File: src/rtl/ci_cmd_pkg.sv
// Shared constants for the CI command sequencer: opcodes, FSM state
// encodings, response phases, the status signature and small helpers.
package ci_cmd_pkg;

    localparam logic [7:0] OP_CLK_OFF   = 8'h00;
    localparam logic [7:0] OP_CLK_ON    = 8'h01;
    localparam logic [7:0] OP_RST_PULSE = 8'h02;
    localparam logic [7:0] OP_RST_REL   = 8'h03;
    localparam logic [7:0] OP_TX_SOC    = 8'h04;
    localparam logic [7:0] OP_TX_CTRL   = 8'h05;
    localparam logic [7:0] OP_RX_SOC    = 8'h06;
    localparam logic [7:0] OP_RX_HOLD   = 8'h07;
    localparam logic [7:0] OP_STEP      = 8'h08;
    localparam logic [7:0] OP_STATUS    = 8'h09;

    localparam logic [2:0] ST_IDLE     = 3'd0;
    localparam logic [2:0] ST_GET_ARG  = 3'd1;
    localparam logic [2:0] ST_RST_HOLD = 3'd2;
    localparam logic [2:0] ST_STEP     = 3'd3;
    localparam logic [2:0] ST_RESP     = 3'd4;

    localparam logic [1:0] RP_WAIT  = 2'd0;
    localparam logic [1:0] RP_PULSE = 2'd1;
    localparam logic [1:0] RP_HOLD  = 2'd2;

    localparam logic [2:0] STATUS_SIG = 3'b101;

    function automatic logic [7:0] status_byte(
        input logic drop,
        input logic rx_sel,
        input logic tx_sel,
        input logic soc_rstn,
        input logic soc_clk_en
    );
        return {STATUS_SIG, drop, rx_sel, tx_sel, soc_rstn, soc_clk_en};
    endfunction

    // Step counter is loaded with N-1; an argument of 0 means 256 steps.
    function automatic logic [8:0] step_load(input logic [7:0] arg);
        return (arg == 8'd0) ? 9'd255 : ({1'b0, arg} - 9'd1);
    endfunction

endpackage

File: src/rtl/ci_cmd_sequencer.sv
// Byte-command sequencer driving SoC clock gate, reset, step and serial muxes.
// Ports: clk/resetn; rx_valid/rx_data from UART rx; tx_busy/tx_en/tx_data to
// UART tx; soc_clk_en, soc_rstn, tx_sel, rx_sel control lines; busy = not IDLE.
module ci_cmd_sequencer
    import ci_cmd_pkg::*;
#(
    parameter int          RST_CYCLES     = 50,
    parameter int          TIMEOUT_CYCLES = 2700000,
    parameter logic [7:0]  ACK_BYTE       = 8'h06,
    parameter logic [7:0]  NAK_BYTE       = 8'h15
) (
    input  logic       clk,
    input  logic       resetn,
    input  logic       rx_valid,
    input  logic [7:0] rx_data,
    input  logic       tx_busy,
    output logic       tx_en,
    output logic [7:0] tx_data,
    output logic       soc_clk_en,
    output logic       soc_rstn,
    output logic       tx_sel,
    output logic       rx_sel,
    output logic       busy
);

    // Counters hold (count - 1) so the terminal value 0 marks the last cycle.
    localparam logic [15:0] RST_LOAD = 16'(RST_CYCLES - 1);
    localparam logic [31:0] TO_LAST  = 32'(TIMEOUT_CYCLES - 1);

    logic [2:0]  state;
    logic [1:0]  rphase;
    logic [7:0]  resp_byte;
    logic [15:0] rst_cnt;
    logic [8:0]  step_cnt;
    logic [31:0] to_cnt;
    logic        drop;

    assign busy = (state != ST_IDLE);

    always_ff @(posedge clk or negedge resetn) begin
        if (!resetn) begin
            state      <= ST_IDLE;
            rphase     <= RP_WAIT;
            resp_byte  <= 8'h00;
            rst_cnt    <= 16'd0;
            step_cnt   <= 9'd0;
            to_cnt     <= 32'd0;
            drop       <= 1'b0;
            tx_en      <= 1'b0;
            tx_data    <= 8'h00;
            soc_clk_en <= 1'b1;
            soc_rstn   <= 1'b1;
            tx_sel     <= 1'b0;
            rx_sel     <= 1'b0;
        end else begin
            tx_en <= 1'b0;
            case (state)
                ST_IDLE: begin
                    if (rx_valid) begin
                        // Default outcome; specific opcodes override below.
                        state     <= ST_RESP;
                        rphase    <= RP_WAIT;
                        resp_byte <= ACK_BYTE;
                        case (rx_data)
                            OP_CLK_OFF: soc_clk_en <= 1'b0;
                            OP_CLK_ON:  soc_clk_en <= 1'b1;
                            OP_RST_PULSE: begin
                                soc_rstn <= 1'b0;
                                rst_cnt  <= RST_LOAD;
                                state    <= ST_RST_HOLD;
                            end
                            OP_RST_REL: soc_rstn <= 1'b1;
                            OP_TX_SOC:  tx_sel <= 1'b0;
                            OP_TX_CTRL: tx_sel <= 1'b1;
                            OP_RX_SOC:  rx_sel <= 1'b0;
                            OP_RX_HOLD: rx_sel <= 1'b1;
                            OP_STEP: begin
                                to_cnt <= 32'd0;
                                state  <= ST_GET_ARG;
                            end
                            OP_STATUS: begin
                                resp_byte <= status_byte(drop, rx_sel, tx_sel,
                                                         soc_rstn, soc_clk_en);
                                drop      <= 1'b0;
                            end
                            default: resp_byte <= NAK_BYTE;
                        endcase
                    end
                end

                ST_GET_ARG: begin
                    if (rx_valid) begin
                        step_cnt   <= step_load(rx_data);
                        soc_clk_en <= 1'b1;
                        state      <= ST_STEP;
                    end else if (to_cnt == TO_LAST) begin
                        resp_byte <= NAK_BYTE;
                        rphase    <= RP_WAIT;
                        state     <= ST_RESP;
                    end else if (to_cnt != 32'hFFFF_FFFF) begin
                        to_cnt <= to_cnt + 32'd1;
                    end
                end

                ST_RST_HOLD: begin
                    if (rx_valid) drop <= 1'b1;
                    if (rst_cnt == 16'd0) begin
                        soc_rstn  <= 1'b1;
                        resp_byte <= ACK_BYTE;
                        rphase    <= RP_WAIT;
                        state     <= ST_RESP;
                    end else begin
                        rst_cnt <= rst_cnt - 16'd1;
                    end
                end

                ST_STEP: begin
                    if (rx_valid) drop <= 1'b1;
                    if (step_cnt == 9'd0) begin
                        soc_clk_en <= 1'b0;
                        resp_byte  <= ACK_BYTE;
                        rphase     <= RP_WAIT;
                        state      <= ST_RESP;
                    end else begin
                        step_cnt <= step_cnt - 9'd1;
                    end
                end

                ST_RESP: begin
                    if (rx_valid) drop <= 1'b1;
                    case (rphase)
                        RP_WAIT: begin
                            if (!tx_busy) begin
                                tx_en   <= 1'b1;
                                tx_data <= resp_byte;
                                rphase  <= RP_PULSE;
                            end
                        end
                        // Extra cycle lets the transmitter raise tx_busy
                        // before a new command can start.
                        RP_PULSE: rphase <= RP_HOLD;
                        default: begin
                            rphase <= RP_WAIT;
                            state  <= ST_IDLE;
                        end
                    endcase
                end

                default: state <= ST_IDLE;
            endcase
        end
    end

endmodule
File: config.mk
export PLATFORM = sky130hd
export DESIGN_NAME = ci_cmd_sequencer
export DESIGN_NICKNAME = d
export VERILOG_FILES = /design/src/rtl/ci_cmd_pkg.sv /design/src/rtl/ci_cmd_sequencer.sv
export SDC_FILE = /design/constraint.sdc
export NUM_CORES = 1
export LEC_CHECK = 0
export CELL_PAD_IN_SITES_DETAIL_PLACEMENT = 0
export CELL_PAD_IN_SITES_GLOBAL_PLACEMENT = 1
export CORE_ASPECT_RATIO = 2
export CORE_MARGIN = 2
export CORE_UTILIZATION = 47
export DETAILED_ROUTE_END_ITERATION = 7
export GPL_TIMING_DRIVEN = 0
export PLACE_DENSITY_LB_ADDON = 0.1
export SETUP_SLACK_MARGIN = 0.1
export SLEW_MARGIN = 0
export SYNTH_ARGS = -nofsm -noshare
export SYNTH_HDL_FRONTEND = slang
export SYNTH_SLANG_ARGS = --single-unit
export TNS_END_PERCENT = 100
File: constraint.sdc
create_clock -name clk -period 2.5 [get_ports clk]
set_input_delay 0.375 -clock clk [delete_from_list [all_inputs] [get_ports clk]]
set_output_delay 0.375 -clock clk [all_outputs]
set_load 0.005 [all_outputs]
==> results of run 1 <==
==> layout make-up <==
class / count / area, um2 / share of cell area [%]
buffer: 27 / 168 / 2.71
inverter: 28 / 105 / 1.70
tap: 137 / 171 / 2.77
multi-input combinational: 437 / 3000 / 48.6
timing repair buffer: 39 / 397 / 6.42
clock buffer: 11 / 243 / 3.93
clock inverter: 5 / 80.1 / 1.30
sequential: 80 / 2010 / 32.6
==> through the flow <==
step	power, mW	instances
final	4.62	764
after global placement	2.99	734
after floorplan	2.59	574
after global routing	4.89	764
after detailed placement	3.05	735
after CTS	4.61	758
==> cells in the final DEF, fill, tap and decap left out, drive strengths merged, types with 17 or more instances in the layout <==
| master | n |
|---|---|
| buf | 32 |
| nand2 | 68 |
| o21ai | 27 |
| nand3 | 20 |
| clkdlybuf4s50 | 17 |
| a31oi | 38 |
| a21oi | 27 |
| nor2 | 31 |
| clkbuf | 23 |
| inv | 28 |
| nor4 | 18 |
| dfrtp | 78 |
| nor3 | 18 |
==> state kept, by name, summed over array words and instances, names as in the netlist <==
| name | cells |
|---|---|
| to_cnt | 32 |
| rst_cnt | 16 |
| step_cnt | 9 |
| resp_byte | 6 |
| tx_data | 6 |
| state | 3 |
| rphase | 2 |
| drop | 1 |
| rx_sel | 1 |
| soc_clk_en | 1 |
| soc_rstn | 1 |
| tx_en | 1 |
| tx_sel | 1 |
==> power by group <==
group | internal (mW) | switching [mW]
clock network | 0.901 | 0.540
logic | 0.600 | 0.625
registers | 1.60 | 0.356
total | 3.10 | 1.52
==> routing by layer <==
layer / wire [um] / up-vias / global-route usage (%) / share of wire [%]
met1: 5530 / 2406 / 27.5 / 36
met3: 588 / 79 / 4.05 / 3.8
met5: 0 / - / 0 / 0
li1: - / 2286 / - / -
met4: 1200 / 0 / 21.4 / 7.8
met2: 8190 / 171 / 50.4 / 53
==> kinds of logic (layout without fill, tap and decap cells) <==
kind of cell / Yosys count / after routing
other: 1 / 1
muxes: 8 / 8
adders and majority gates: 9 / 9
and+or+nand+nor: 239 / 239
AOI/OAI and AO/OA: 176 / 176
buffers and inverters: 57 / 110
DFF: 80 / 80
xor gates and xnor gates: 4 / 4
==> synthesized netlist by cell type (all sizes together), types with 4 or more instances <==
| cell type | n |
|---|---|
| or3 | 14 |
| buf | 14 |
| o21ai | 27 |
| or4 | 12 |
| nor3 | 18 |
| a21oi | 27 |
| or2 | 5 |
| a32oi | 5 |
| nor4 | 18 |
| ha | 9 |
| dfrtp | 78 |
| o31ai | 4 |
| nand4 | 15 |
| inv | 28 |
| nor2 | 31 |
| nand3 | 20 |
| o41ai | 4 |
| nand2 | 68 |
| a21o | 6 |
| and2 | 4 |
| a21boi | 4 |
| nor4b | 4 |
| mux2i | 5 |
| and3 | 8 |
| o31a | 4 |
| clkbuf | 15 |
| a22o | 4 |
| a31oi | 38 |
| o22a | 6 |
| o211ai | 11 |
==> timing repair <==
item | CTS | global route
hold buffers | 0 | 0
endpoints found under the hold margin | 0 | 0
setup buffers | 8 | 7
setup endpoints to repair | 57 | 54
pin swaps | 6 | 7
gates cloned | 0 | 0
resized for setup | 33 | 35
==> worst paths after layout <==
path	start	end	slack, ps	depth (start not counted)
setup / recovery	to_cnt[28]	resp_byte[1]	100	6
hold / removal	resetn	rst_cnt[1]	-5	1
setup reg to reg	to_cnt[28]	resp_byte[1]	100	6
hold reg to reg	tx_data[1]	tx_data[1]	480	2
max in group asynchronous	resetn	to_cnt[14]	1880	2
min in group clk	tx_data[1]	tx_data[1]	480	2
==> qor.yml, run 1 <==
crit_type: "reg -> reg"
track_usage_pct: 27.6
pre_cts_ws_ps: -569
synth_top_area_share_pct: 38.5
die_w_um: 77.4
synth-simple-area-share_pct: 26.4
cts_buffers: 9
tritoncts: "done"
synthAdderAreaFrac_pct: 2.22
avgSynthCellArea_um2: 8.82
numPortBuffers: 23
wl_um: 15500
drv_cap: 0
synth-edff-count: 0
antenna_found_initial: 0
yosys.area.top_type: "dfrtp_1"
synth_top_family_by_area: "simple AND/OR/NAND/NOR gates"
start_util_pct: 48.3
drc: 0
setup_viol: 0
setup_tns_ps: 0
placed_cell_area_um2: 5490
violations: "hold timing"
crit_slowest_cell: "dfrtp_1"
maxSlewViolCount: 0
clkSinkCount: 80
first_pass_iters: 7
synth-seq-cells: 80
cp_num_buf_inv: 1
io_pins: 26
routedWlPerCell_um: 20.3
run_status: "finished with violations"
grt_max_degree: 45
insertedDiodeCount: 0
crit_required_ps: 2720
skew_ps: 8.17
drive_gt1_share_pct: 17.5
synthTopCellsByArea: "dfrtp_1, nand2_1, a31oi_1"
synth.distinct_cells: 81
min_period_over_period_pct: 96.2
place_congestion: 0.919
die_height_um: 151
stdcell_area_um2: 6180
worstHoldPathType: "in -> async"
synth_mux_area_share_pct: 1.88
fin_crit_ps: 2400
vias: 4942
crit_path_cell_trace: "nor4b_2 > nand4_1 > or4_4 > a211oi_4 > buf_6 > mux2_4"
ctsRootBufferMaster: "clkbuf_16"
drtIter0Drc: 301
synth_compound_area_share_pct: 24.1
dp_hpwl_um: 11500
synthCells: 574
cp_top_family: "simple AND/OR/NAND/NOR gates"
fin_util_pct: 59.0
htreeDepth: 3
crit_fanout: 6
ir_drop_uv: 606
synth_area_um2: 5060
synth-xor-area-share_pct: 0.692
die_area_um2: 11700
p_per_area_nw_per_um2: 749
hold_violations: 6
finalNetCount: 643
grt_pass1_wl_um: 25000
worst_slack_ps: 95.1
postSynth.asyncResetShare_pct: 100
cp-start-kind: "register"
hold_slack_ps: -4.66
critPathArrivalTime_ps: 2630
worst_pin_slew_ps: 784
yosys_most_used_dff: "dfrtp_1"
crit_path_max_incr_delay_ps: 480
leakage_nw: 2.46
end_kind: "register"
slew_headroom_pct: 47.0
drt.antenna.violating_nets: 0
rows: 53
via_per_inst: 6.47
core_area_um2: 10500
fill_cells: 1000
cts_buffer_depth: 2
syn-num-nets: 595
rsz0062_at_grt: "yes"
fmax_mhz: 416
area_growth_pct: 22.0
grt_overflow_total: 0
grt_pass1_vias: 4847
yosysWarnings: 0
cts.reportedPaths.clkPinSlew_ps: 60
clkLatencyLatePin_ps: 340
ys_seq_area_share_pct: 39.6
No activity file was read; power rests on OpenSTA's default activity.
==> inputs of run 2 (changes only) <==
--- a/config.mk
+++ b/config.mk
@@ -14,6 +14,7 @@
 export GPL_TIMING_DRIVEN = 0
 export PLACE_DENSITY_LB_ADDON = 0.1
 export SETUP_SLACK_MARGIN = 0.1
+export SKIP_LAST_GASP = 1
 export SLEW_MARGIN = 0
 export SYNTH_ARGS = -nofsm -noshare
 export SYNTH_HDL_FRONTEND = slang
==> run 2 against run 1 <==
Against the previous run:
- the flow still finishes with violations (hold timing)
- final cell count unchanged
- worst hold slack improved by 1.4 ps
- sequential power about the same
- global-route usage is the same
- via count decreased by 0.20%
- critical path depth stayed put
- non-clock buffer count stayed put
- critical path type unchanged
- combinational power about the same
- maximum frequency rose by 0.44%
- die area is the same
==> qor.yml, run 2 (synthesis gave the netlist of run 1 again) <==
slew_headroom_pct: 47.2  # was 47.0%
largest_reg_flops: 32  # unchanged
rows: 53  # unchanged
top_regs: "to_cnt x32, rst_cnt x16, step_cnt x9"  # unchanged
combPwrFrac_pct: 26.5  # about the same
crit_type: "reg -> reg"  # unchanged
pre_cts_ws_ps: -569  # unchanged
p_seq_share_pct: 42.4  # was 42.3%
switching_share_pct: 32.9  # about the same
grt_overflow_total: 0  # unchanged
drive_gt1_share_pct: 17.4  # was 17.5%
p_int_mw: 3.10  # about the same
ir_drop_uv: 605  # was 606 uV
area_growth_pct: 21.9  # was 22.0%
critPathArrivalTime_ps: 2610  # was 2630 ps
worstHoldPathType: "in -> async"  # unchanged
cts_buffer_depth: 2  # unchanged
start_util_pct: 48.3  # unchanged
cts_hold_buf: 0  # unchanged
antenna_found_initial: 0  # unchanged
drv_cap: 0  # unchanged
skew_ps: 8.24  # was 8.17 ps
worst_pin_slew_ps: 781  # was 784 ps
drt.antenna.violating_nets: 0  # unchanged
die_w_um: 77.4  # unchanged
numPortBuffers: 23  # unchanged
clkPwrFrac_pct: 31.1  # was 31.2%
p_per_area_nw_per_um2: 749  # about the same
switchingPower_mw: 1.52  # about the same
track_usage_pct: 27.6  # unchanged
run_status: "finished with violations"  # unchanged
placed_cell_area_um2: 5490  # unchanged
min_period_over_period_pct: 95.8  # was 96.2%
crit_required_ps: 2720  # about the same
dp_hpwl_um: 11500  # unchanged
via_per_inst: 6.46  # was 6.47
top_register: "to_cnt"  # unchanged
fin_util_pct: 58.9  # was 59.0%
worst_slack_ps: 106  # was 95.1 ps
clkLatencyLatePin_ps: 340  # about the same
routedWlPerCell_um: 20.4  # was 20.3 um
area.sequential_um2: 2010  # unchanged
finalNonFillerCells: 764  # unchanged
grt_pass1_vias: 4847  # unchanged
insertedDiodeCount: 0  # unchanged
fmax_mhz: 418  # was 416 MHz
hold_violations: 5  # was 6
drc: 0  # unchanged
clkSinkCount: 80  # unchanged
dp.cells: 735  # unchanged
cts_buffers: 9  # unchanged
vias: 4932  # was 4942
fin_crit_ps: 2390  # was 2400 ps
final_common_cell: "dfrtp_1"  # unchanged
rsz0062_at_grt: "yes"  # unchanged
grt_pass1_wl_um: 25000  # unchanged
fill_cells: 999  # was 1000
die_height_um: 151  # unchanged
cts.reportedPaths.clkPinSlew_ps: 60  # about the same
htreeDepth: 3  # unchanged
maxSlewViolCount: 0  # unchanged
core_area_um2: 10500  # unchanged
end_kind: "register"  # unchanged
setup_tns_ps: 0  # unchanged
cp-start-kind: "register"  # unchanged
die_area_um2: 11700  # unchanged
tritoncts: "done"  # unchanged
violations: "hold timing"  # unchanged
leakage_nw: 2.46  # about the same
grt_max_degree: 45  # unchanged
stdcell_area_um2: 6170  # was 6180 um2
crit_fanout: 6  # unchanged
drtIter0Drc: 280  # was 301
place_congestion: 0.919  # unchanged
first_pass_iters: 5  # was 7
setup_viol: 0  # unchanged
io_pins: 26  # unchanged
ctsRootBufferMaster: "clkbuf_16"  # unchanged
hold_slack_ps: -3.30  # was -4.66 ps
wl_um: 15600  # was 15500 um
multi_input_area_um2: 3000  # about the same
finalNetCount: 643  # unchanged
layout_common_cells: "dfrtp_1, nand2_1, a31oi_1, nor2_1, a21oi_1"  # unchanged
## run 2: what timing repair did
item,CTS,global route
setup buffers,8,7
gates resized for setup,33,34
cloned,0,0
setup endpoints to repair,57,54
pin swaps,6,7
## run 2: stage by stage
stage	power [mW]	hold slack, ps
detailed placement	3.05	383
global placement	2.99	461
global route	4.89	32.2
finish	4.62	-3.30
CTS	4.61	14.5
floorplan	2.59	79.4
## run 2: worst max-delay path, stage by stage, from the launching register on
cell,delay [ps]
dfrtp_1,480
nor4b_2,420
nand4_1,240
or4_4,480
a211oi_4,210
buf_6,160
mux2_4,290
## run 2: final cells by class
type                            count  area share, %
Clock buffer                       11           3.93
Multi-Input combinational cell    437           48.6
Timing Repair Buffer               39           6.43
Buffer                             27           2.72
Inverter                           28           1.70
Sequential cell                    80           32.6
Tap cell                          137           2.78
Clock inverter                      5           1.30
## run 2: final timing paths
path | startpoint | endpoint | slack (ps) | depth (start not counted)
worst max-delay path | to_cnt[28] | resp_byte[1] | 110 | 6
worst min-delay path | resetn | rst_cnt[1] | -3 | 1
worst max register to register | to_cnt[28] | resp_byte[1] | 110 | 6
worst min register to register | tx_data[1] | tx_data[1] | 480 | 2
max in group asynchronous | resetn | to_cnt[14] | 1880 | 2
min in group clk | tx_data[1] | tx_data[1] | 480 | 2
## run 2: power by group through the flow
| stage | registers, mW | clock network (mW) | logic [mW] |
|---|---|---|---|
| 6_report | 1.96 | 1.44 | 1.23 |
| 5_1_grt | 2.00 | 1.52 | 1.37 |
| 4_1_cts | 1.94 | 1.47 | 1.21 |
| 3_5_place_dp | 1.94 | 0 | 1.10 |
| 3_3_place_gp | 1.93 | 0 | 1.06 |
| 2_1_floorplan | 1.85 | 0 | 0.734 |
## run 2: routing by layer
layer / part of all wire [%] / up-vias / wire [um] / GRT usage, %
met5: 0 / - / 0 / 0
met4: 6.8 / 0 / 1050 / 21.4
met3: 4.0 / 63 / 615 / 4.05
met2: 54 / 179 / 8390 / 50.4
met1: 35 / 2407 / 5500 / 27.5
li1: - / 2283 / - / -
==> inputs of run 3 (changes only) <==
--- a/config.mk
+++ b/config.mk
@@ -9,7 +9,7 @@
 export CELL_PAD_IN_SITES_GLOBAL_PLACEMENT = 1
 export CORE_ASPECT_RATIO = 2
 export CORE_MARGIN = 2
-export CORE_UTILIZATION = 47
+export CORE_UTILIZATION = 42
 export DETAILED_ROUTE_END_ITERATION = 7
 export GPL_TIMING_DRIVEN = 0
 export PLACE_DENSITY_LB_ADDON = 0.1
==> constraint.sdc (replaced) <==
create_clock -name clk -period 2.1 [get_ports clk]
set_input_delay 0.315 -clock clk [delete_from_list [all_inputs] [get_ports clk]]
set_output_delay 0.315 -clock clk [all_outputs]
set_load 0.005 [all_outputs]
==> run 3 against run 2 <==
Against the previous run:
- the run ends with setup timing left
- highest routed layer unchanged
- critical endpoint unchanged
- power up 23%
- critical path type unchanged
- clock power hardly changed
- core utilization increased by 0.85 points
- global-route usage increased by 0.11 points
==> qor.yml, run 3 (synthesis gave the netlist of run 1 again) <==
run_status: "finished with violations"  # unchanged
violations: "setup timing"  # was hold timing
crit_type: "reg -> reg"  # unchanged
clkSinkCount: 80  # unchanged
finalNetCount: 692  # was 643
largest_reg_flops: 32  # unchanged
wl_um: 17600  # was 15600 um
placed_cell_area_um2: 5540  # was 5490 um2
area.sequential_um2: 2030  # was 2010 um2
drtIter0Drc: 282  # was 280
min_path_cells: 3
antenna_found_initial: 0  # unchanged
hp-start: "rx_data[0]"
drc: 0  # unchanged
drt.antenna.violating_nets: 0  # unchanged
die_w_um: 81.6  # was 77.4 um
numPortBuffers: 23  # unchanged
start_util_pct: 43.0  # was 48.3%
worst_pin_slew_ps: 687  # was 781 ps
rsz0062_at_grt: "yes"  # unchanged
worstHoldPathType: "in -> reg"  # was in -> async
crit_fanout: 4  # was 6
stdcell_area_um2: 7030  # was 6170 um2
fin_util_pct: 59.8  # was 58.9%
track_usage_pct: 27.7  # was 27.6%
r2r_slack_ps: -190  # was 110 ps
hold_slack_ps: 425  # was -3.30 ps
hold_violations: 0  # was 5
cts_buffers: 9  # unchanged
hold-path-endpoint: "step_cnt[0]"
io_pins: 26  # unchanged
die_height_um: 159  # was 151 um
crit_path_max_incr_delay_ps: 480  # about the same
area_growth_pct: 38.9  # was 21.9%
core_area_um2: 11800  # was 10500 um2
cts_buffer_depth: 2  # unchanged
p_total_mw: 5.69  # was 4.62 mW
fmax_mhz: 436  # was 418 MHz
final_common_cell: "nand2_1"  # was dfrtp_1
place_congestion: 0.856  # was 0.919
first_pass_iters: 5  # unchanged
setup_viol: 45  # was 0
insertedDiodeCount: 0  # unchanged
fill_cells: 1025  # was 999
cp-start-kind: "register"  # unchanged
maxSlewViolCount: 0  # unchanged
die_area_um2: 13000  # was 11700 um2
crit_required_ps: 2330  # was 2720 ps
crit_slowest_cell: "or4_4"  # was dfrtp_1
leakage_nw: 2.82  # was 2.46 nW
slew_headroom_pct: 54.2  # was 47.2%
cts.reportedPaths.clkPinSlew_ps: 60  # about the same
r2r_end: "resp_byte[1]"  # unchanged
grt_overflow_total: 0  # unchanged
min_period_over_period_pct: 109  # was 95.8%
routedWlPerCell_um: 21.4  # was 20.4 um
top_regs: "to_cnt x32, rst_cnt x16, step_cnt x9"  # unchanged
ctsRootBufferMaster: "clkbuf_16"  # unchanged
crit_path_cell_trace: "nor4bb_4 > nand4_1 > or4_4 > a211oi_4 > buf_6 > mux2_4"  # was nor4b_2 > nand4_1 > or4_4 > a211oi_4 > buf_6 > mux2_4
grt_pass1_wl_um: 27200  # was 25000 um
p_per_area_nw_per_um2: 808  # was 749 nW/um2
dp_hpwl_um: 11800  # was 11500 um
drive_gt1_share_pct: 34.1  # was 17.4%
clkLatencyLatePin_ps: 340  # about the same
skew_ps: 7.37  # was 8.24 ps
vias: 5173  # was 4932
htreeDepth: 3  # unchanged
grt_max_degree: 43  # was 45
via_per_inst: 6.31  # was 6.46
critPathArrivalTime_ps: 2520  # was 2610 ps
r2r-start: "to_cnt[29]"  # was to_cnt[28]
layout_common_cells: "nand2_1, buf_4, dfrtp_1, a31oi_1, nor2_1"  # was dfrtp_1, nand2_1, a31oi_1, nor2_1, a21oi_1
fin_crit_ps: 2290  # was 2390 ps
multi_input_area_um2: 3410  # was 3000 um2
worst_slack_ps: -194  # was 106 ps
end_kind: "register"  # unchanged
ir_drop_uv: 518  # was 605 uV
grt_pass1_vias: 5189  # was 4847
rows: 56  # was 53
top_register: "to_cnt"  # unchanged
setup_tns_ps: -4870  # was 0 ps
reg2reg_depth: 6  # unchanged
tritoncts: "done"  # unchanged
drv_cap: 0  # unchanged
[run 3: how the worst max path moves through the flow]
stage	cells past startpoint	start	slack (ps)	to
after CTS	9	to_cnt[8]	-180	to_cnt[22]
after floorplan	7	step_cnt[0]	-170	resp_byte[0]
after global placement	1	resetn	-2350	to_cnt[13]
after detailed placement	8	rx_data[0]	-770	rst_cnt[10]
after global routing	7	to_cnt[8]	-250	to_cnt[12]
final	6	to_cnt[29]	-190	resp_byte[1]
[run 3: power by group]
part	switching (mW)	total [mW]	internal, mW
logic	0.879	1.83	0.949
clock network	0.660	1.45	0.788
registers	0.490	2.41	1.92
total	2.03	5.69	3.66
[run 3: routing by layer]
metal  GRT usage, %  share of wire (%)  wire length, um  vias to the layer above
li1               -                  -                -                     2384
met1           28.6                 34             6050                     2567
met2           50.3                 56             9810                      150
met3           3.63                3.1              547                       72
met4           16.8                6.6             1160                        0
met5              0                  0                0                        -
[run 3: repair_timing]
action / CTS / global route
buffers inserted: 44 / 18
resized for setup: 104 / 78
hold buffers: 1 / 0
gates cloned: 2 / 0
endpoints found under the hold margin: 37 / 0
pin swaps: 32 / 17
setup endpoints to repair: 79 / 68
[run 3: critical path: cells and delay by family (launching register included)]
| family | cells | cell delay [ps] |
|---|---|---|
| AO/OA/AOI/OAI | 1 | 220 |
| flip-flops | 1 | 470 |
| AND/OR/NAND/NOR | 3 | 1040 |
| buffers and inverters | 1 | 160 |
| multiplexers | 1 | 300 |
[run 3: layout make-up]
| class | count | share of cell area, % |
|---|---|---|
| clock buffer | 9 | 3.20 |
| multi-input combinational | 437 | 48.5 |
| inverter | 28 | 1.49 |
| clock inverter | 6 | 0.534 |
| sequential | 80 | 28.9 |
| tap | 145 | 2.58 |
| buffer | 26 | 3.47 |
| timing repair buffer | 89 | 11.3 |
[run 3: per-stage QoR]
stage / cells / setup WS (ps)
after global placement: 742 / -2350
after CTS: 802 / -183
after floorplan: 574 / -172
after detailed placement: 743 / -771
after global routing: 820 / -250
final: 820 / -194
==> variant 1, RTL diff (settings of run 3) <==
Add an input register stage for `rx_valid`, `rx_data` and `tx_busy`, cleared by the reset; this delays them by one clock. Comments in the files are not updated.
--- a/src/rtl/ci_cmd_sequencer.sv
+++ b/src/rtl/ci_cmd_sequencer.sv
@@ -26,6 +26,22 @@
     // Counters hold (count - 1) so the terminal value 0 marks the last cycle.
     localparam logic [15:0] RST_LOAD = 16'(RST_CYCLES - 1);
     localparam logic [31:0] TO_LAST  = 32'(TIMEOUT_CYCLES - 1);
+
+    logic rx_valid_q;
+    logic [7:0] rx_data_q;
+    logic tx_busy_q;
+
+    always_ff @(posedge clk or negedge resetn) begin
+        if (!resetn) begin
+            rx_valid_q <= '0;
+            rx_data_q  <= '0;
+            tx_busy_q  <= '0;
+        end else begin
+            rx_valid_q <= rx_valid;
+            rx_data_q  <= rx_data;
+            tx_busy_q  <= tx_busy;
+        end
+    end
 
     logic [2:0]  state;
     logic [1:0]  rphase;
@@ -56,12 +72,12 @@
             tx_en <= 1'b0;
             case (state)
                 ST_IDLE: begin
-                    if (rx_valid) begin
+                    if (rx_valid_q) begin
                         // Default outcome; specific opcodes override below.
                         state     <= ST_RESP;
                         rphase    <= RP_WAIT;
                         resp_byte <= ACK_BYTE;
-                        case (rx_data)
+                        case (rx_data_q)
                             OP_CLK_OFF: soc_clk_en <= 1'b0;
                             OP_CLK_ON:  soc_clk_en <= 1'b1;
                             OP_RST_PULSE: begin
@@ -89,8 +105,8 @@
                 end
 
                 ST_GET_ARG: begin
-                    if (rx_valid) begin
-                        step_cnt   <= step_load(rx_data);
+                    if (rx_valid_q) begin
+                        step_cnt   <= step_load(rx_data_q);
                         soc_clk_en <= 1'b1;
                         state      <= ST_STEP;
                     end else if (to_cnt == TO_LAST) begin
@@ -103,7 +119,7 @@
                 end
 
                 ST_RST_HOLD: begin
-                    if (rx_valid) drop <= 1'b1;
+                    if (rx_valid_q) drop <= 1'b1;
                     if (rst_cnt == 16'd0) begin
                         soc_rstn  <= 1'b1;
                         resp_byte <= ACK_BYTE;
@@ -115,7 +131,7 @@
                 end
 
                 ST_STEP: begin
-                    if (rx_valid) drop <= 1'b1;
+                    if (rx_valid_q) drop <= 1'b1;
                     if (step_cnt == 9'd0) begin
                         soc_clk_en <= 1'b0;
                         resp_byte  <= ACK_BYTE;
@@ -127,10 +143,10 @@
                 end
 
                 ST_RESP: begin
-                    if (rx_valid) drop <= 1'b1;
+                    if (rx_valid_q) drop <= 1'b1;
                     case (rphase)
                         RP_WAIT: begin
-                            if (!tx_busy) begin
+                            if (!tx_busy_q) begin
                                 tx_en   <= 1'b1;
                                 tx_data <= resp_byte;
                                 rphase  <= RP_PULSE;
Formal check against the unedited RTL: not equivalent (a bounded check fails within 4 cycles, from zero or initial values and one cycle with resetn low).
==> variant 1 against run 3 <==
The flow still finishes with violations (negative setup slack). Synthesized area up 0.54%. Worst setup slack better by 9.9 ps. Final cell count up 0.73%. Power down 11%. Routed wire length down 2.3%. Critical endpoint is now rst_cnt[14]. Fmax up 0.43%. Sequential cell count up 10. Design area up 7.3%. Utilization up 4.3 points.
==> variant 1: results (changes against run 3) <==
* Via count of the first global-routing pass at 5225 (was 5189)
* TritonRoute pass-1 iters at 4 (was 5)
* Setup ws final at -184 ps (was -194 ps)
* Worst R2R Path Depth at 7 (was 6)
* Dominant cells by area after synthesis: dfrtp_1 43%, nand2_1 4.7%, o31ai_1 4.1%, nor2_1 4.1%, a21oi_1 3.0% (was dfrtp_1 39%, nand2_1 5.0%, a31oi_1 4.7%, a21oi_1 2.7%, o21ai_0 2.5%)
* Synth cell count leaders: 88 x dfrtp_1, 64 x nand2_1, 55 x nor2_1, 31 x a21oi_1 (was 78 x dfrtp_1, 68 x nand2_1, 38 x a31oi_1, 31 x nor2_1, 28 x inv_1)
* Clk Latency, worst-skew pair at 350 ps
* Net Count, Synth at 580 (was 595)
* Max VDD drop at 0.568 mV (was 0.518 mV)
* Gp weighted congestion at 0.880 (was 0.856)
* Leak at 3.15 nW (was 2.82 nW)
* Nets at 697 (was 692)
* Distinct cells, synth at 71 (was 81)
* Crit-path max FO at 5 (was 4)
* Worst-margin pin slew at 557 ps (was 687 ps)
* Root Driver: clkbuf_16 (unchanged)
* Port Buffer Count at 24 (was 23)
* Worst Hold Class: input port to flip-flop (unchanged)
* Global Route Usage Sum at 0.270 (was 0.277)
* Clock skew at 8.09 ps (was 7.37 ps)
* Worst path max stage delay at 580 ps (was 480 ps)
* Run status: finished with violations (unchanged)
* DP Wirelength at 11000 um (was 11800 um)
* Failing checks: negative setup slack (unchanged)
* Post-DR vias/cell at 6.20 (was 6.31)
* Wire length per cell at 20.8 um (was 21.4 um)
* Global-route wire length before repair at 26900 um (was 27200 um)
* Pin count of the biggest net entering global routing at 53 (was 43)
* Setup-failing EPs final at 54 (was 45)
* Initial DRC Count at 304 (was 282)
* Fill count at 942 (was 1025)
* Share of cells above drive strength 1 at 0.383 (was 0.341)
[variant 1: cell count changes in the layout (fill, tap and decap cells not counted), moves of 8 or more]
cell             change
clkdlybuf4s50_1      +8
o31ai_4             +12
nor2_1              +20
o211ai_1            -10
o21ai_1             +11
o21ai_0             -11
a31oi_1             -20
inv_1               -13
xnor2_1             +12
dfrtp_1             +20
buf_6                +9
dfrtp_2             -10
[variant 1: repair_timing]
item                                    4_1_cts  5_1_grt
pin swaps                                    51       33
gates resized for setup                     144       80
gates cloned                                  4        0
hold buffers                                  1        0
buffers inserted                             54       29
endpoints found under the setup margin       71       71
endpoints found under the hold margin        38        0
[variant 1: path summary, 6_finish.rpt]
| path | startpoint | to | slack, ps |
|---|---|---|---|
| worst max-delay path | rx_data_q[6] | rst_cnt[14] | -180 |
| worst min-delay path | rx_data[6] | rx_data_q[6] | 410 |
| worst max register to register | rx_data_q[6] | rst_cnt[14] | -180 |
| worst min register to register | rst_cnt[0] | rst_cnt[0] | 480 |
| max in group asynchronous | resetn | soc_rstn | 900 |
| min in group asynchronous | resetn | to_cnt[31] | 500 |
[variant 1: layout make-up]
| class | instances | area (um2) | area share |
|---|---|---|---|
| well taps | 145 | 181 | 0.0240 |
| clock buffers | 11 | 243 | 0.0322 |
| plain buffers | 23 | 216 | 0.0287 |
| repair buffers | 110 | 1090 | 0.144 |
| clock inverters | 5 | 62.6 | 0.00829 |
| inverters | 15 | 56.3 | 0.00746 |
| multi-input cells | 427 | 3430 | 0.455 |
| flip-flops and latches | 90 | 2270 | 0.300 |
[variant 1: through the flow]
step | std cells | setup WS (ps) | cell area, um2 | power (mW) | TNS [ps]
after floorplan | 559 | -96.7 | 5160 | 2.63 | -708
after global placement | 728 | -2770 | 5580 | 3.03 | -270980
after detailed placement | 729 | -747 | 5610 | 3.06 | -27430
after CTS | 802 | -250 | 7040 | 4.96 | -5470
after global routing | 826 | -263 | 7540 | 5.32 | -8540
final | 826 | -184 | 7540 | 5.09 | -5650
[variant 1: cell families after synthesis]
logic type,count (synthesis),share of synthesized area
and+or+nand+nor,235,0.234
xor gates and xnor gates,16,0.0275
DFF,90,0.443
AOI/OAI and AO/OA,158,0.218
muxes,8,0.0172
adders and majority gates,9,0.0221
other,1,0.000737
buffers and inverters,42,0.0374
[variant 1: report_power, final]
group,internal [mW],switching (mW)
clock,0.962,0.709
sequential,1.88,0.145
combinational,0.614,0.773
total,3.46,1.63
[variant 1: routing by layer]
layer | vias to the layer above | wire [um] | track usage
met5 | - | 0 | 0
met1 | 2552 | 5870 | 0.276
met4 | 0 | 1210 | 0.180
li1 | 2312 | - | -
met3 | 77 | 605 | 0.0333
met2 | 179 | 9480 | 0.486
==> variant 2, RTL diff (flow settings as in run 3) <==
Without the edit above. The parameter `NAK_BYTE` goes from 8'h15 to 8'h0A.
--- a/src/rtl/ci_cmd_sequencer.sv
+++ b/src/rtl/ci_cmd_sequencer.sv
@@ -7,7 +7,7 @@
     parameter int          RST_CYCLES     = 50,
     parameter int          TIMEOUT_CYCLES = 2700000,
     parameter logic [7:0]  ACK_BYTE       = 8'h06,
-    parameter logic [7:0]  NAK_BYTE       = 8'h15
+    parameter logic [7:0]  NAK_BYTE       = 8'h0A
 ) (
     input  logic       clk,
     input  logic       resetn,
Behaviour: not the same (Yosys sat finds a counterexample within 4 cycles, from zero or initial values and one cycle with resetn low).
==> variant 2 against run 3 <==
The flow still finishes with violations (negative setup slack). Worst setup slack better by 130 ps. Sequential power down 24%. Routed wire length up 3.9%. Design area up 2.0%. Count of clock-buffer cells in the layout up 4. Power down 20%. Synthesized area down 0.94%. Utilization up 1.6 points. Combinational power down 39%. Sequential cell count unchanged. Highest routed layer unchanged.
==> variant 2: results (changes against run 3) <==
* Share of cells above drive strength 1 at 0.373 (was 0.341)
* GRT met1 Usage at 0.268 (was 0.286)
* Run status: finished with violations (unchanged)
* Nets at 711 (was 692)
* Gp weighted congestion at 0.888 (was 0.856)
* Leak at 2.84 nW (was 2.82 nW)
* Setup-failing EPs final at 18 (was 45)
* Sequential-to-total area share from yosys stat at 0.400 (was 0.396)
* DP Wirelength at 12300 um (was 11800 um)
* Worst path max stage delay at 570 ps (was 480 ps)
* Grt met2 use at 0.559 (was 0.503)
* Worst-margin pin slew at 669 ps (was 687 ps)
* Max VDD drop at 0.482 mV (was 0.518 mV)
* Post-DR vias/cell at 6.20 (was 6.31)
* RR Endpoint: to_cnt[13] (was resp_byte[1])
* Pin count of the biggest net entering global routing at 58 (was 43)
* Worst R2R Path Depth at 8 (was 6)
* Via count of the first global-routing pass at 5540 (was 5189)
* Crit-path max FO at 7 (was 4)
* CP startpoint: to_cnt[8] (was to_cnt[29])
* Adder-Cell Fraction of Synth Area at 0.0224 (was 0.0222)
* DP Area at 0.00551 mm2 (was 0.00554 mm2)
* Post-synthesis mux area share at 0.0125 (was 0.0188)
* GR Layer Usage met3 at 0.0425 (was 0.0363)
* Worst r2r src: to_cnt[8] (was to_cnt[29])
* Synth cell count leaders: 78 x dfrtp_1, 75 x nand2_1, 49 x nor2_1, 37 x a21oi_1, 29 x o21ai_0 (was 78 x dfrtp_1, 68 x nand2_1, 38 x a31oi_1, 31 x nor2_1, 28 x inv_1)
* Internal power at 3.17 mW (was 3.66 mW)
* Fill count at 1036 (was 1025)
* Syn Area/Cell at 8.66 um2 (was 8.82 um2)
* Initial DRC Count at 303 (was 282)
* Global Route Usage Sum at 0.292 (was 0.277)
* Dominant cells by area after synthesis: dfrtp_1 39%, nand2_1 5.6%, a21oi_1 3.7%, nor2_1 3.7%, o21ai_0 2.9% (was dfrtp_1 39%, nand2_1 5.0%, a31oi_1 4.7%, a21oi_1 2.7%, o21ai_0 2.5%)
* Net Count, Synth at 600 (was 595)
* Clock skew at 11.4 ps (was 7.37 ps)
* Global-route wire length before repair at 28200 um (was 27200 um)
* Data arrival time of the critical path at 2410 ps (was 2520 ps)
* Setup ws final at -64.1 ps (was -194 ps)
* Placed insts at 748 (was 743)
* Failing checks: negative setup slack (unchanged)
* Post-Route WL at 18200 um (was 17600 um)
* Async SR Flop Fraction at 1.00 (unchanged)
* Distinct cells, synth at 73 (was 81)
* Synth Area in XOR/XNOR at 0.0297 (was 0.00692)
* Final non-filler cell total at 840 (was 820)
* Synthesized-area fraction occupied by ao, oa, aoi and oai cells at 0.217 (was 0.241)
[variant 2: power groups by stage]
stage	clock (mW)	sequential [mW]	combinational [mW]
floorplan	0	1.80	0.466
global placement	0	1.84	0.808
detailed placement	0	1.84	0.827
CTS	1.65	1.81	1.05
global route	1.73	1.84	1.20
finish	1.63	1.82	1.12
[variant 2: final cells by class]
cell class                      count  area [um2]  area share
Timing Repair Buffer              102         885       0.123
Buffer                             32         290      0.0405
Clock buffer                       13         260      0.0363
Multi-Input combinational cell    450        3430       0.479
Inverter                           15        56.3     0.00785
Clock inverter                      3        42.5     0.00593
Sequential cell                    80        2030       0.282
Tap cell                          145         181      0.0253
[variant 2: worst reg2reg max path, stage by stage, from the launching register on]
cell     delay (ps)
dfrtp_2         450
or4_4           570
nor4_4          170
buf_4           170
a21oi_4          60
a21oi_4         160
buf_12          160
nor2_2           90
a31oi_1         240
[variant 2: per-layer routing]
layer	part of all wire	vias to the layer above
met5	0	-
met4	0.072	0
met3	0.032	92
met2	0.57	190
met1	0.32	2556
li1	-	2367
[variant 2: worst min path at each step]
stage	start	end	slack, ps	depth (start not counted)
floorplan	resetn	drop	20	0
global placement	tx_data[0]	tx_data[0]	470	2
detailed placement	resetn	step_cnt[5]	260	1
CTS	resetn	rx_sel	450	2
global route	rx_data[5]	step_cnt[5]	460	4
finish	rx_data[5]	step_cnt[5]	420	4
[variant 2: what timing repair did]
action                                  CTS  global route
pin swaps                                60            23
cloned                                    4             2
endpoints found under the hold margin    22             0
resized for setup                       178            61
hold buffers                              1             0
setup buffers                            51            21
endpoints found under the setup margin   71            74
[variant 2: per-stage QoR]
stage,TNS (ps),hold WS (ps),worst slack (ps)
finish,-468,425,-64.1
global route,-2400,462,-149
CTS,0,446,6.02
detailed placement,-42660,257,-908
global placement,-228610,466,-2380
floorplan,0,19.4,79.7
